### config.mk
export PLATFORM = sky130hd
export DESIGN_NAME = dmem_arbiter
export DESIGN_NICKNAME = d
export VERILOG_FILES = /design/src/rtl/dmem_arbiter.sv
export SDC_FILE = /design/constraint.sdc
export NUM_CORES = 1
export LEC_CHECK = 0
export ABC_AREA = 1
export CORE_ASPECT_RATIO = 1.5
export CORE_MARGIN = 1.5
export CORE_UTILIZATION = 30
export DETAILED_ROUTE_END_ITERATION = 16
export GPL_TIMING_DRIVEN = 0
export PLACE_DENSITY = 0.67
export SYNTH_ARGS = -nofsm -noshare
export SYNTH_HDL_FRONTEND = slang
export SYNTH_SLANG_ARGS = --single-unit
### constraint.sdc
create_clock -name clk_i -period 1.15 [get_ports clk_i]
set_input_delay 0.345 -clock clk_i [delete_from_list [all_inputs] [get_ports clk_i]]
set_output_delay 0.345 -clock clk_i [all_outputs]
set_load 0.02 [all_outputs]
### src/rtl/dmem_arbiter.sv
// Two-port request/acknowledge arbiter and sequencer for a single-port data memory.
// Each access runs IDLE (grant) -> ACCESS (one strobe cycle) -> DONE (ack pulse).
module dmem_arbiter #(
  parameter int ADDR_W    = 8,
  parameter int DATA_W    = 16,
  parameter int FIXED_PRI = 0
) (
  input  logic              clk_i,
  input  logic              rst_i,
  // Handshake: a requester raises req with we/addr/wdata stable and holds them
  // until the single-cycle ack; a req still high after ack is a new request.
  input  logic              a_req_i,
  input  logic              a_we_i,
  input  logic [ADDR_W-1:0] a_addr_i,
  input  logic [DATA_W-1:0] a_wdata_i,
  output logic              a_ack_o,
  output logic [DATA_W-1:0] a_rdata_o,
  input  logic              b_req_i,
  input  logic              b_we_i,
  input  logic [ADDR_W-1:0] b_addr_i,
  input  logic [DATA_W-1:0] b_wdata_i,
  output logic              b_ack_o,
  output logic [DATA_W-1:0] b_rdata_o,
  output logic              mem_read_o,
  output logic              mem_write_o,
  output logic [ADDR_W-1:0] mem_addr_o,
  output logic [DATA_W-1:0] mem_wdata_o,
  input  logic [DATA_W-1:0] mem_rdata_i,
  output logic              busy_o,
  output logic [1:0]        dbg_state_o
);

  typedef enum logic [1:0] {
    ST_IDLE   = 2'd0,
    ST_ACCESS = 2'd1,
    ST_DONE   = 2'd2
  } state_t;

  state_t              state_q;
  logic                cmd_port_q;   // 0 = port A, 1 = port B
  logic                cmd_we_q;
  logic [ADDR_W-1:0]   cmd_addr_q;
  logic [DATA_W-1:0]   cmd_wdata_q;
  logic                ptr_q;        // round-robin pointer: port that wins a tie
  logic                mem_read_q;
  logic                mem_write_q;
  logic                a_ack_q;
  logic                b_ack_q;
  logic                busy_q;
  logic [DATA_W-1:0]   a_rdata_q;
  logic [DATA_W-1:0]   b_rdata_q;

  logic                grant_b_d;
  logic                sel_we_d;
  logic [ADDR_W-1:0]   sel_addr_d;
  logic [DATA_W-1:0]   sel_wdata_d;

  always_comb begin
    grant_b_d = 1'b0;
    if (b_req_i && !a_req_i) begin
      grant_b_d = 1'b1;
    end else if (a_req_i && b_req_i) begin
      grant_b_d = (FIXED_PRI == 0) ? ptr_q : 1'b0;
    end
  end

  always_comb begin
    sel_we_d    = grant_b_d ? b_we_i    : a_we_i;
    sel_addr_d  = grant_b_d ? b_addr_i  : a_addr_i;
    sel_wdata_d = grant_b_d ? b_wdata_i : a_wdata_i;
  end

  // Strobes are registered so they are high only during ACCESS; the memory
  // writes combinationally while mem_write is high, so they must not linger.
  always_ff @(posedge clk_i) begin
    if (rst_i) begin
      state_q     <= ST_IDLE;
      cmd_port_q  <= 1'b0;
      cmd_we_q    <= 1'b0;
      cmd_addr_q  <= '0;
      cmd_wdata_q <= '0;
      ptr_q       <= 1'b0;
      mem_read_q  <= 1'b0;
      mem_write_q <= 1'b0;
      a_ack_q     <= 1'b0;
      b_ack_q     <= 1'b0;
      busy_q      <= 1'b0;
      a_rdata_q   <= '0;
      b_rdata_q   <= '0;
    end else begin
      a_ack_q <= 1'b0;
      b_ack_q <= 1'b0;
      case (state_q)
        ST_IDLE: begin
          if (a_req_i || b_req_i) begin
            cmd_port_q  <= grant_b_d;
            cmd_we_q    <= sel_we_d;
            cmd_addr_q  <= sel_addr_d;
            cmd_wdata_q <= sel_wdata_d;
            ptr_q       <= ~grant_b_d;
            mem_read_q  <= ~sel_we_d;
            mem_write_q <= sel_we_d;
            busy_q      <= 1'b1;
            state_q     <= ST_ACCESS;
          end
        end
        ST_ACCESS: begin
          mem_read_q  <= 1'b0;
          mem_write_q <= 1'b0;
          if (!cmd_we_q) begin
            if (cmd_port_q) b_rdata_q <= mem_rdata_i;
            else            a_rdata_q <= mem_rdata_i;
          end
          if (cmd_port_q) b_ack_q <= 1'b1;
          else            a_ack_q <= 1'b1;
          state_q <= ST_DONE;
        end
        ST_DONE: begin
          busy_q  <= 1'b0;
          state_q <= ST_IDLE;
        end
        default: begin
          mem_read_q  <= 1'b0;
          mem_write_q <= 1'b0;
          busy_q      <= 1'b0;
          state_q     <= ST_IDLE;
        end
      endcase
    end
  end

  assign a_ack_o     = a_ack_q;
  assign b_ack_o     = b_ack_q;
  assign a_rdata_o   = a_rdata_q;
  assign b_rdata_o   = b_rdata_q;
  assign mem_read_o  = mem_read_q;
  assign mem_write_o = mem_write_q;
  assign mem_addr_o  = cmd_addr_q;
  assign mem_wdata_o = cmd_wdata_q;
  assign busy_o      = busy_q;
  assign dbg_state_o = state_q;

endmodule

==> results of run 1 <==
## synthesized netlist by cell type
cell type / number
nand3_1: 53
clkinv_2: 2
buf_2: 12
o21ai_0: 5
buf_4: 3
nor2_4: 3
nand4_1: 24
nor3_1: 2
dfxtp_1: 66
inv_2: 2
o21ai_1: 27
clkbuf_1: 7
a21oi_1: 5
inv_1: 33
nand2_1: 61
nor2_1: 66
nand2_2: 3
buf_6: 2
nand3_4: 2
## placed cells by master, fill, tap and decap left out, types with 3 or more instances in the layout
cell             instances
buf_6                   76
buf_8                    3
a21oi_1                  3
clkdlybuf4s50_1         66
nand2_4                  7
nor2_2                   5
nand2_1                 44
inv_1                   32
dfxtp_1                  3
o21ai_2                 22
o21ai_1                  8
nor2_1                  59
dfxtp_4                  4
nand3_4                  4
inv_4                    3
nand4_1                 24
nand2_2                 13
dfxtp_2                 59
clkbuf_16               11
nand3_2                 26
nor2_4                   5
buf_4                   22
buf_2                    6
clkbuf_2                 5
nand3_1                 26
## layer usage
| metal | global-route usage | wire, µm | up-vias |
|---|---|---|---|
| met5 | 0 | 0 | - |
| met4 | 0.115 | 232 | 0 |
| met3 | 0.0521 | 768 | 17 |
| met2 | 0.360 | 5610 | 153 |
| met1 | 0.204 | 3750 | 1514 |
| li1 | - | - | 1584 |
## registers in the layout (all words and copies together) (netlist names)
name and flops:
a_ack_o 1, cmd_port_q 1, dbg_state_o 2, mem_addr_o 8
mem_read_o 1, mem_write_o 1, b_ack_o 1, cmd_we_q 1
busy_o 1, ptr_q 1, a_rdata_o 16, mem_wdata_o 16
b_rdata_o 16
## worst paths after layout
path                endpoint  slack, ps
max          mem_wdata_o[13]       -120
min               mem_read_o        270
max reg2reg  mem_wdata_o[13]       -120
min reg2reg      mem_write_o        460
## through the flow
| step | area [µm²] | utilization | TNS (ps) | setup WS [ps] |
|---|---|---|---|---|
| CTS | 5030 | 0.567 | -1710 | -90.8 |
| global route | 5450 | 0.613 | -7070 | -174 |
| detailed placement | 4220 | 0.475 | -31080 | -748 |
| finish | 5450 | 0.613 | -2340 | -118 |
| global placement | 4220 | 0.475 | -29460 | -707 |
| floorplan | 2770 | - | -461 | -26.0 |
## cell families (layout without fill, tap and decap cells)
| family | Yosys count | count (layout) | share of synthesized area |
|---|---|---|---|
| simple gates | 214 | 215 | 0.357 |
| compound gates | 37 | 37 | 0.0669 |
| buf+inv | 61 | 238 | 0.0985 |
| flops | 66 | 66 | 0.477 |
## worst max-delay path: cells and delay by family (launching register included)
family,cells,cell delay (ps)
buf+inv,2,200
flops,1,360
simple gates,5,590
## power groups by stage
stage	clock network (mW)	registers [mW]	logic, mW
final	2.92	2.66	2.05
after global routing	3.08	2.67	2.20
after detailed placement	0	2.62	1.56
after CTS	2.98	2.65	1.82
after floorplan	0	2.83	0.596
after global placement	0	2.62	1.54
## what timing repair did
item / 4_1_cts / 5_1_grt
gates cloned: 6 / 3
gates resized for setup: 503 / 81
pin swaps: 6 / 28
endpoints found under the setup margin: 112 / 79
setup buffers: 11 / 11
## cell type report
type / count / area share
repair buffers: 161 / 0.308
flip-flops and latches: 66 / 0.259
plain buffers: 24 / 0.0381
inverters: 37 / 0.0283
multi-input cells: 252 / 0.283
well taps: 110 / 0.0253
clock buffers: 11 / 0.0446
clock inverters: 5 / 0.0140
==> results.cfg, run 1 <==
[synth]
yosysWarnings = 0
ys_seq_area_frac = 0.477
synthCells = 378
netlist-cell-type-count = 19
synth.area.top_cells = dfxtp_1, nand3_1, nor2_1
synth_seq_cells = 66
synth_area_mm2 = 0.00277
synth.top_cell.area_share = 0.477
yosysTopAreaCell = dfxtp_1
synthesis.nets = 448
synth.avg_cell_area_um2 = 7.33

[clock_network]
clk_pin_slew_ps = 50
numCtsBuffers = 9
clock-sinks = 66
worstSkewPairLatency_ps = 330
clock_path_buffers = 2
root_buffer = clkbuf_16
cts_tree = done
hold_buffers = 0
htree_levels = 3

[power_and_ir_drop]
swShare = 0.282
ir_worst_vdd_uv = 847
switching_power_mw = 2.15
power_density_mw_per_mm2 = 1400
p_clk_frac = 0.382
power.internal_mw = 5.48
power_leakage_nw = 2.54
seq_power_share = 0.348
comb_power_share = 0.269
power_mw = 7.63

[final_layout]
nets = 621
fill_cells = 762
stdcell_count = 666
drive_gt1_frac = 0.513
seq_area_mm2 = 0.00141
area_delta_synth_final_pct = 96.7
multi_input_area_mm2 = 0.00154
n_antenna_cell = 0

[timing]
tightest_slew_ps = 344
rsz0062_at_grt = yes
slew_headroom = 0.771
fmax_mhz = 789
final_max_slew_viol_count = 0
setup_viol = 57
finalClockSkew_ps = 4.31
finalCritPeriodShare = 1.10
hold_ws_ps = 269
finalWorstSetupSlack_ps = -118
fin_crit_ps = 1270
hold_viol = 0

[placed_design]
place_inst = 619
routabilityCongestion = 0.768
port_buffers = 131
dp_hpwl_mm = 6.51

[floorplan]
die-area_mm2 = 0.00983
core_area_mm2 = 0.00888
placementRows = 42
start_util = 0.312
die_h_um = 121
die_w_um = 81.4
io_pins = 133

[global_route]
track_usage = 0.201
overflow = 0
grt_pass1_wl_mm = 14.9
grt_start_max_net_pins = 12
grt_pass1_vias = 3147
antenna_found_initial = 0

[drt]
dr_total_vias = 3268
ant_nets = 0
wl_per_cell_um = 15.6
dr.pass1.iters = 4
wl_mm = 10.4
drc = 0
drtIter0Drc = 109
vias_per_cell = 4.91

[setup_path]
cp.required_ps = 1370
slowest_delay_ps = 360
rr_startpoint = dbg_state_o[0]
reg2reg_depth = 7
worstPathArrival_ps = 1490
crit_path_start_kind = flop
critical_path.endpoint_type = flop
crit_top_cell = nand2_1
worstSetupPathType = reg2reg
slowest_stage = dfxtp_4
path_cells = nor2_4, nand2_4, buf_6, nand2_1, nand3_2, nand2_1, inv_1
crit_start = dbg_state_o[0]
cp_max_fo = 6

[run_status]
violations = negative setup slack
status = finished, violations left

[min_path]
whs_path_depth = 2
hold_path.class = in2reg
min_from = rst_i

[flow_run]
maxCapViolCount = 0
(Power assumes the default switching activity.)
==> run 2, diff against run 1 <==
ABC_AREA = 0   (was 1)
PLACE_DENSITY = 0.7   (was 0.67)
SKIP_CTS_REPAIR_TIMING = 1   (was default)
==> run 2 against run 1 <==
Effect of this change: the run still ends with negative setup slack left; sequential cell count is the same; wire length is 23% lower; worst hold slack improved by 170 ps; die area decreased by 11%; sequential power decreased by 3%; clock-buffer cell count increased by 3; cell count decreased by 16%; synthesized area decreased by 11%; power fell by 16%; global-route usage is 2.4 points lower.
==> results.cfg, run 2 <==
[placed_design]
place_area_mm2 = 0.00395
dp_hpwl_mm = 5.55
port_buffers = 132
routabilityCongestion = 0.713
post-place-ws_ps = -888

[final_layout]
area_delta_synth_final_pct = 89.5
layout_common_cells = nand2_1, buf_6, clkdlybuf4s50_1
layout_commonest_cell = nand2_1
n_antenna_cell = 0
drive_gt1_frac = 0.455
nets = 520
final_area_mm2 = 0.00467
finish.utilization = 0.584

[drt]
wl_per_cell_um = 14.3
wl_mm = 8.00
dr_total_vias = 2642
ant_nets = 0
drc = 0
dr.pass1.iters = 4
vias_per_cell = 4.73
drtIter0Drc = 96

[global_route]
overflow = 0
grt_pass1_wl_mm = 12.2
grt_pass1_vias = 2577
track_usage = 0.177
antenna_found_initial = 0
grt_start_max_net_pins = 11

[min_path]
hold_path.class = in2reg

[clock_network]
clock_path_buffers = 2
root_buffer = clkbuf_16
numCtsBuffers = 9
clk_pin_slew_ps = 50
htree_levels = 3
cts_tree = done
clock-sinks = 66
worstSkewPairLatency_ps = 330

[synth]
yosysWarnings = 0
synth.area.top_cells = dfxtp_1, nand2_1, a21oi_1
yosysMostFrequentCell = nand2_1
ys_seq_area_frac = 0.536
synth.avg_cell_area_um2 = 8.47
synth_area_mm2 = 0.00247
async_reset_ff_frac = 0
synthesis.nets = 361
synth.top_cell.area_share = 0.536
yosys_most_used_dff = dfxtp_1
yosysTopAreaCell = dfxtp_1
synth_seq_cells = 66
netlist-cell-type-count = 27
ys_top_cells_by_count = nand2_1, dfxtp_1, a21oi_1
synthCells = 291
synth_edf_count = 0

[setup_path]
slowest_delay_ps = 390
cp_max_fo = 5
cp.required_ps = 1360
worstPathArrival_ps = 1670
critical_path.endpoint_type = flop
path_cells = nand2b_4, or3b_1, buf_6, clkbuf_16, nand2_2, a21oi_2
worstSetupPathType = reg2reg
crit_path_start_kind = flop
slowest_stage = or3b_1

[run_status]
status = finished, violations left
violations = negative setup slack

[floorplan]
start_util = 0.308
die_w_um = 77.0
die_h_um = 114
die-area_mm2 = 0.00878
placementRows = 40
core_area_mm2 = 0.00801
io_pins = 133

[power_and_ir_drop]
power_mw = 6.45
ir_worst_vdd_uv = 856
power_leakage_nw = 1.85
power_density_mw_per_mm2 = 1380

[timing]
slew_headroom = 0.810
setup_viol = 68
hold_viol = 0
finalCritPeriodShare = 1.26
rsz0062_at_grt = yes
final_max_slew_viol_count = 0
finalClockSkew_ps = 7.50
fin_crit_ps = 1450
finalWorstSetupSlack_ps = -304
tightest_slew_ps = 284
fmax_mhz = 688

[flow_run]
maxCapViolCount = 0
==> run 2: metrics by stage <==
stage	hold slack (ps)	TNS, ps	instances
2_1_floorplan	415	-9120	291
3_3_place_gp	440	-55620	528
3_5_place_dp	444	-55750	528
4_1_cts	450	-56890	542
5_1_grt	471	-18250	558
6_report	438	-14650	558
==> run 2: path summary, 6_finish.rpt <==
kind,from,end,slack [ps],cells after the start
worst min register to register,b_rdata_o[10],b_rdata_o[10],450,2
worst max-delay path,dbg_state_o[1],b_rdata_o[9],-300,6
worst min-delay path,a_req_i,cmd_port_q,440,4
worst max register to register,dbg_state_o[1],b_rdata_o[9],-300,6
==> run 2: cells by family (layout without fill, tap and decap cells) <==
kind of cell / count (synthesis) / count (layout) / synth area share
flip-flops: 66 / 66 / 0.536
buffers and inverters: 21 / 183 / 0.0482
AND/OR/NAND/NOR: 116 / 116 / 0.206
AO/OA/AOI/OAI: 88 / 88 / 0.210
==> run 2: metal layers <==
| metal | part of all wire | vias to the layer above | global-route usage |
|---|---|---|---|
| met2 | 0.54 | 87 | 0.310 |
| met5 | 0 | - | 0 |
| li1 | - | 1307 | - |
| met1 | 0.39 | 1236 | 0.196 |
| met4 | 0.019 | 0 | 0.0897 |
| met3 | 0.054 | 12 | 0.0488 |
==> run 2: area by class of cell <==
| type | count | area, µm² |
|---|---|---|
| fill | 727 | 3330 |
| tap | 105 | 131 |
| clock buffer | 14 | 264 |
| buffer | 21 | 183 |
| multi-input combinational | 204 | 1160 |
| sequential | 66 | 1400 |
| timing repair buffer | 148 | 1540 |
==> run 2: report_power, final <==
group / internal, mW / switching (mW)
Clock: 1.55 / 0.928
Sequential: 2.47 / 0.120
Combinational: 0.751 / 0.629
Total: 4.77 / 1.68
==> run 2: critical path: cells and delay by family (launching register included) <==
kind	cells	cell delay, ps
AND/OR/NAND/NOR	3	620
AO/OA/AOI/OAI	1	50
flip-flops	1	360
buffers and inverters	2	300
==> RTL edit 1 (config.mk and constraints of run 1) <==
`ADDR_W`: 8 -> 7.
--- a/src/rtl/dmem_arbiter.sv
+++ b/src/rtl/dmem_arbiter.sv
@@ -1,7 +1,7 @@
 // Two-port request/acknowledge arbiter and sequencer for a single-port data memory.
 // Each access runs IDLE (grant) -> ACCESS (one strobe cycle) -> DONE (ack pulse).
 module dmem_arbiter #(
-  parameter int ADDR_W    = 8,
+  parameter int ADDR_W    = 7,
   parameter int DATA_W    = 16,
   parameter int FIXED_PRI = 0
 ) (
Interface: changed (resized a_addr_i, b_addr_i and mem_addr_o); port bits go from 133 to 130. No check against the original RTL was run, so the function may have changed too.
==> RTL edit 1 against run 1 <==
- the run still ends with setup timing left
- sequential cell count shrank 1
- setup slack better by 0.043 ns
- total power decreased by 11%
- critical path depth up 2
- clock power down 20%
- utilization is 4.9 points lower
- sequential power is 2% lower
- routed wire length is 12% lower
- area after synthesis is 1.7% lower
- first-iteration DRC count is 18% lower
- cell area is 8.6% lower
- combinational power fell by 9%
- die area down 1.7%
- highest routed layer unchanged
==> RTL edit 1: results (changes against run 1) <==
Critical path
  • Worst r2r src: dbg_state_o[1] (was dbg_state_o[0])
  • Worst Reg-to-Reg Cells: 9 (was 7)
  • Reg-to-Reg End: mem_wdata_o[0] (was mem_wdata_o[13])

Synthesis
  • Sequential area share after synthesis: 0.478 (was 0.477)
  • Cells after synthesis: 371 (was 378)
  • Commonest cells post-synth: nor2_1, dfxtp_1, nand2_1, nand3_1, inv_1 (was dfxtp_1, nor2_1, nand2_1, nand3_1, inv_1)

Route
  • Via count: 3,020 (was 3,268)
  • Detailed Route Iter0 Violations: 89 (was 109)
  • Drt wl/cell: 14.1 um (was 15.6 um)

Global routing
  • Number of global-route vias before repair: 2,931 (was 3,147)
  • Largest net degree at the start of global routing: 11 (was 12)

Final layout
  • Fill cells: 801 (was 762)

Placed design
  • Placed insts: 608 (was 619)
  • DP Worst Slack: -0.709 ns (was -0.748 ns)
  • Hpwl dp: 6.16 mm (was 6.51 mm)

STA
  • Worst Hold Slack: 0.271 ns (was 0.269 ns)
  • Setup Total Neg Slack: -1.57 ns (was -2.34 ns)
  • Clock skew: 0.00681 ns (was 0.00431 ns)
  • Worst-Margin Slew: 0.440 ns (was 0.344 ns)
  • Endpoints failing setup: 55 (was 57)
  • Setup ws final: -0.0746 ns (was -0.118 ns)

CTS
  • Post-CTS Resized: 416 (was 503)

Run status
  • Status: finished with violations (unchanged)
  • Failing checks: setup timing (unchanged)

Power and ir drop
  • Peak VDD IR: 0.000771 V (was 0.000847 V)
RTL edit 1: cells by family after synthesis:
group | share of synthesized area
buffers and inverters | 0.0998
and+or+nand+nor | 0.354
AOI/OAI and AO/OA | 0.0680
DFF | 0.478
RTL edit 1: worst max path at each step:
stage                     end  slack [ns]  cells past startpoint
3_3_place_gp    mem_addr_o[4]       -0.67                      8
6_report       mem_wdata_o[0]       -0.07                      9
2_1_floorplan   mem_addr_o[0]       -0.01                      9
4_1_cts        dbg_state_o[1]       -0.09                      1
5_1_grt        mem_wdata_o[5]       -0.14                      9
3_5_place_dp   mem_wdata_o[6]       -0.71                      8
RTL edit 1: worst max-delay path, cell delays in order, from the launching register on:
cell and delay [ns]:
dfxtp_4 0.37, inv_4 0.06, nand2_2 0.06, nor2_4 0.17, buf_6 0.14, buf_6 0.10
nand3_1 0.07, nand3_1 0.09, nand2_1 0.06, inv_1 0.05
RTL edit 1: final cells by class:
class                   count  area (sq um)  area share
repair buffers            148          1550       0.312
flip-flops and latches     65          1380       0.276
multi-input cells         247          1320       0.264
clock buffers              14           244      0.0490
plain buffers              24           203      0.0407
inverters                  36           145      0.0291
well taps                 110           138      0.0276
clock inverters             1          5.00     0.00101
RTL edit 1: routing by layer:
metal | global-route usage | vias to the layer above | part of all wire
li1 | - | 1524 | -
met1 | 0.196 | 1386 | 0.39
met2 | 0.335 | 98 | 0.55
met3 | 0.0395 | 12 | 0.049
met4 | 0.0851 | 0 | 0.016
met5 | 0 | - | 0
RTL edit 1: power by group:
| group | internal, mW | switching, mW |
|---|---|---|
| Combinational | 0.946 | 0.913 |
| Clock | 1.44 | 0.910 |
| Sequential | 2.47 | 0.136 |
| Total | 4.86 | 1.96 |
==> RTL edit 2 (config.mk and constraints of run 1) <==
Made on the original files. Reset style: asynchronous (`rst_i`), changed in one clocked block.
--- a/src/rtl/dmem_arbiter.sv
+++ b/src/rtl/dmem_arbiter.sv
@@ -72,7 +72,7 @@
 
   // Strobes are registered so they are high only during ACCESS; the memory
   // writes combinationally while mem_write is high, so they must not linger.
-  always_ff @(posedge clk_i) begin
+  always_ff @(posedge clk_i or posedge rst_i) begin
     if (rst_i) begin
       state_q     <= ST_IDLE;
       cmd_port_q  <= 1'b0;
Function: differs if rst_i is asserted again (counterexample within 4 cycles, from zero or initial values and one cycle with rst_i high); with rst_i held inactive, the same outputs for 10 cycles.
==> RTL edit 2 against run 1 <==
- the run still ends with setup timing left
- first-iteration DRC count decreased by 59%
- cell area rose by 7.2%
- sequential cell count did not move
- setup slack lost 0.0036 ns
- routed wire length decreased by 2.9%
- area after synthesis grew 7.9%
- synthesized cell count is 1.3% lower
- critical endpoint is now dbg_state_o[1]
Power is not compared: it rests on default switching activity, and its combinational part moved more than twofold at a synthesized area within 25%.
==> RTL edit 2: results (changes against run 1) <==
Run status
  • Status: finished with violations (unchanged)
  • Failing checks: setup timing (unchanged)

CTS
  • Post-CTS Resized: 437 (was 503)
  • Post-CTS Setup Inserts: 20 (was 11)

Synthesis
  • Synth area leaders: dfrtp_1, nand2_1, nand3_1 (was dfxtp_1, nand3_1, nor2_1)
  • Async S/R FF share, synth: 1.00 (was 0)
  • Commonest cells post-synth: nand2_1, inv_1, dfrtp_1, nand3_1, o21ai_0 (was dfxtp_1, nor2_1, nand2_1, nand3_1, inv_1)
  • Post-synthesis compound-gate area fraction: 0.0578 (was 0.0669)
  • Synth Flop Type: dfrtp_1 (was dfxtp_1)
  • Synth cell types: 15 (was 19)

Final layout
  • Layout cells sized above 1: 0.395 (was 0.513)
  • Final nets: 645 (was 621)
  • Fill cells: 853 (was 762)

Global routing
  • Number of global-route vias before repair: 3,060 (was 3,147)
  • Largest net degree at the start of global routing: 39 (was 12)
  • Met3 global-route usage: 0.0442 (was 0.0521)

Placed design
  • Placer Congestion: 0.759 (was 0.768)
  • I/O Buffers: 132 (was 131)
  • Hpwl dp: 6.08 mm (was 6.51 mm)

Worst hold path
  • Min-delay src: cmd_port_q (was rst_i)

Critical path
  • Worst r2r src: dbg_state_o[1] (was dbg_state_o[0])
  • Crit-path max FO: 4 (was 6)
  • WP data arrival: 0.93 ns (was 1.49 ns)
  • CP delay by family, top: flip-flops (was simple AND/OR/NAND/NOR gates)
  • CP max stage delay: 0.45 ns (was 0.36 ns)

STA
  • Setup ws final: -0.121 ns (was -0.118 ns)
  • Slew margin rel.: 0.526 (was 0.771)
  • Clock skew: 0.00790 ns (was 0.00431 ns)
  • Endpoints failing setup: 121 (was 57)

Route
  • Via density: 4.54 (was 4.91)
  • Detailed Route Iter0 Violations: 45 (was 109)
  • Drt wl/cell: 14.5 um (was 15.6 um)
## RTL edit 2: changes by cell type after synthesis, sizes merged, moves of 2 or more
cell / before / now
clkinv: 2 / 0
nor3: 2 / 0
nand4: 24 / 0
nor2: 69 / 8
dfxtp: 66 / 0
inv: 35 / 74
clkbuf: 7 / 2
a21oi: 5 / 0
dfrtp: 0 / 66
nand2: 64 / 118
## RTL edit 2: stage by stage
step                      instances  setup slack [ns]  setup TNS (ns)  area (sq um)  hold slack, ns
final                           695            -0.121           -6.61          5840           0.445
after floorplan                 373           -0.0186          -0.353          3000           0.423
after global routing            695            -0.163          -11.05          5840           0.460
after global placement          620            -0.816          -70.69          4460           0.437
after CTS                       660            -0.134           -6.11          5230           0.450
after detailed placement        621            -0.570          -37.12          4480           0.442
## RTL edit 2: power breakdown
part           total (mW)  leakage (nW)  switching, mW  internal (mW)
Sequential           4.43         0.803          0.929           3.50
Clock                2.90         0.151           1.01           1.89
Combinational        9.48          2.11           4.44           5.04
Total                16.8          3.07           6.38           10.4
## RTL edit 2: path summary, 6_finish.rpt
kind	end	depth (start not counted)
setup / recovery	dbg_state_o[1]	1
hold / removal	a_ack_o	1
setup reg to reg	mem_wdata_o[8]	7
hold reg to reg	a_ack_o	1
max in group asynchronous	dbg_state_o[1]	3
min in group asynchronous	a_rdata_o[8]	2
## RTL edit 2: cell type report
class                      instances  area (sq um)  area share
clock inverter                     7          93.8      0.0161
timing repair inverter             1          5.00    0.000857
inverter                          74           287      0.0491
timing repair buffer             190          2000       0.342
sequential                        66          1650       0.283
buffer                            18           220      0.0377
clock buffer                       9           225      0.0386
multi-input combinational        215          1210       0.208
tap                              115           144      0.0247
## RTL edit 2: metal layers
layer,wire length [um],share of wire
met5,0,0
met4,181,0.018
met3,558,0.055
met2,5720,0.57
met1,3590,0.36
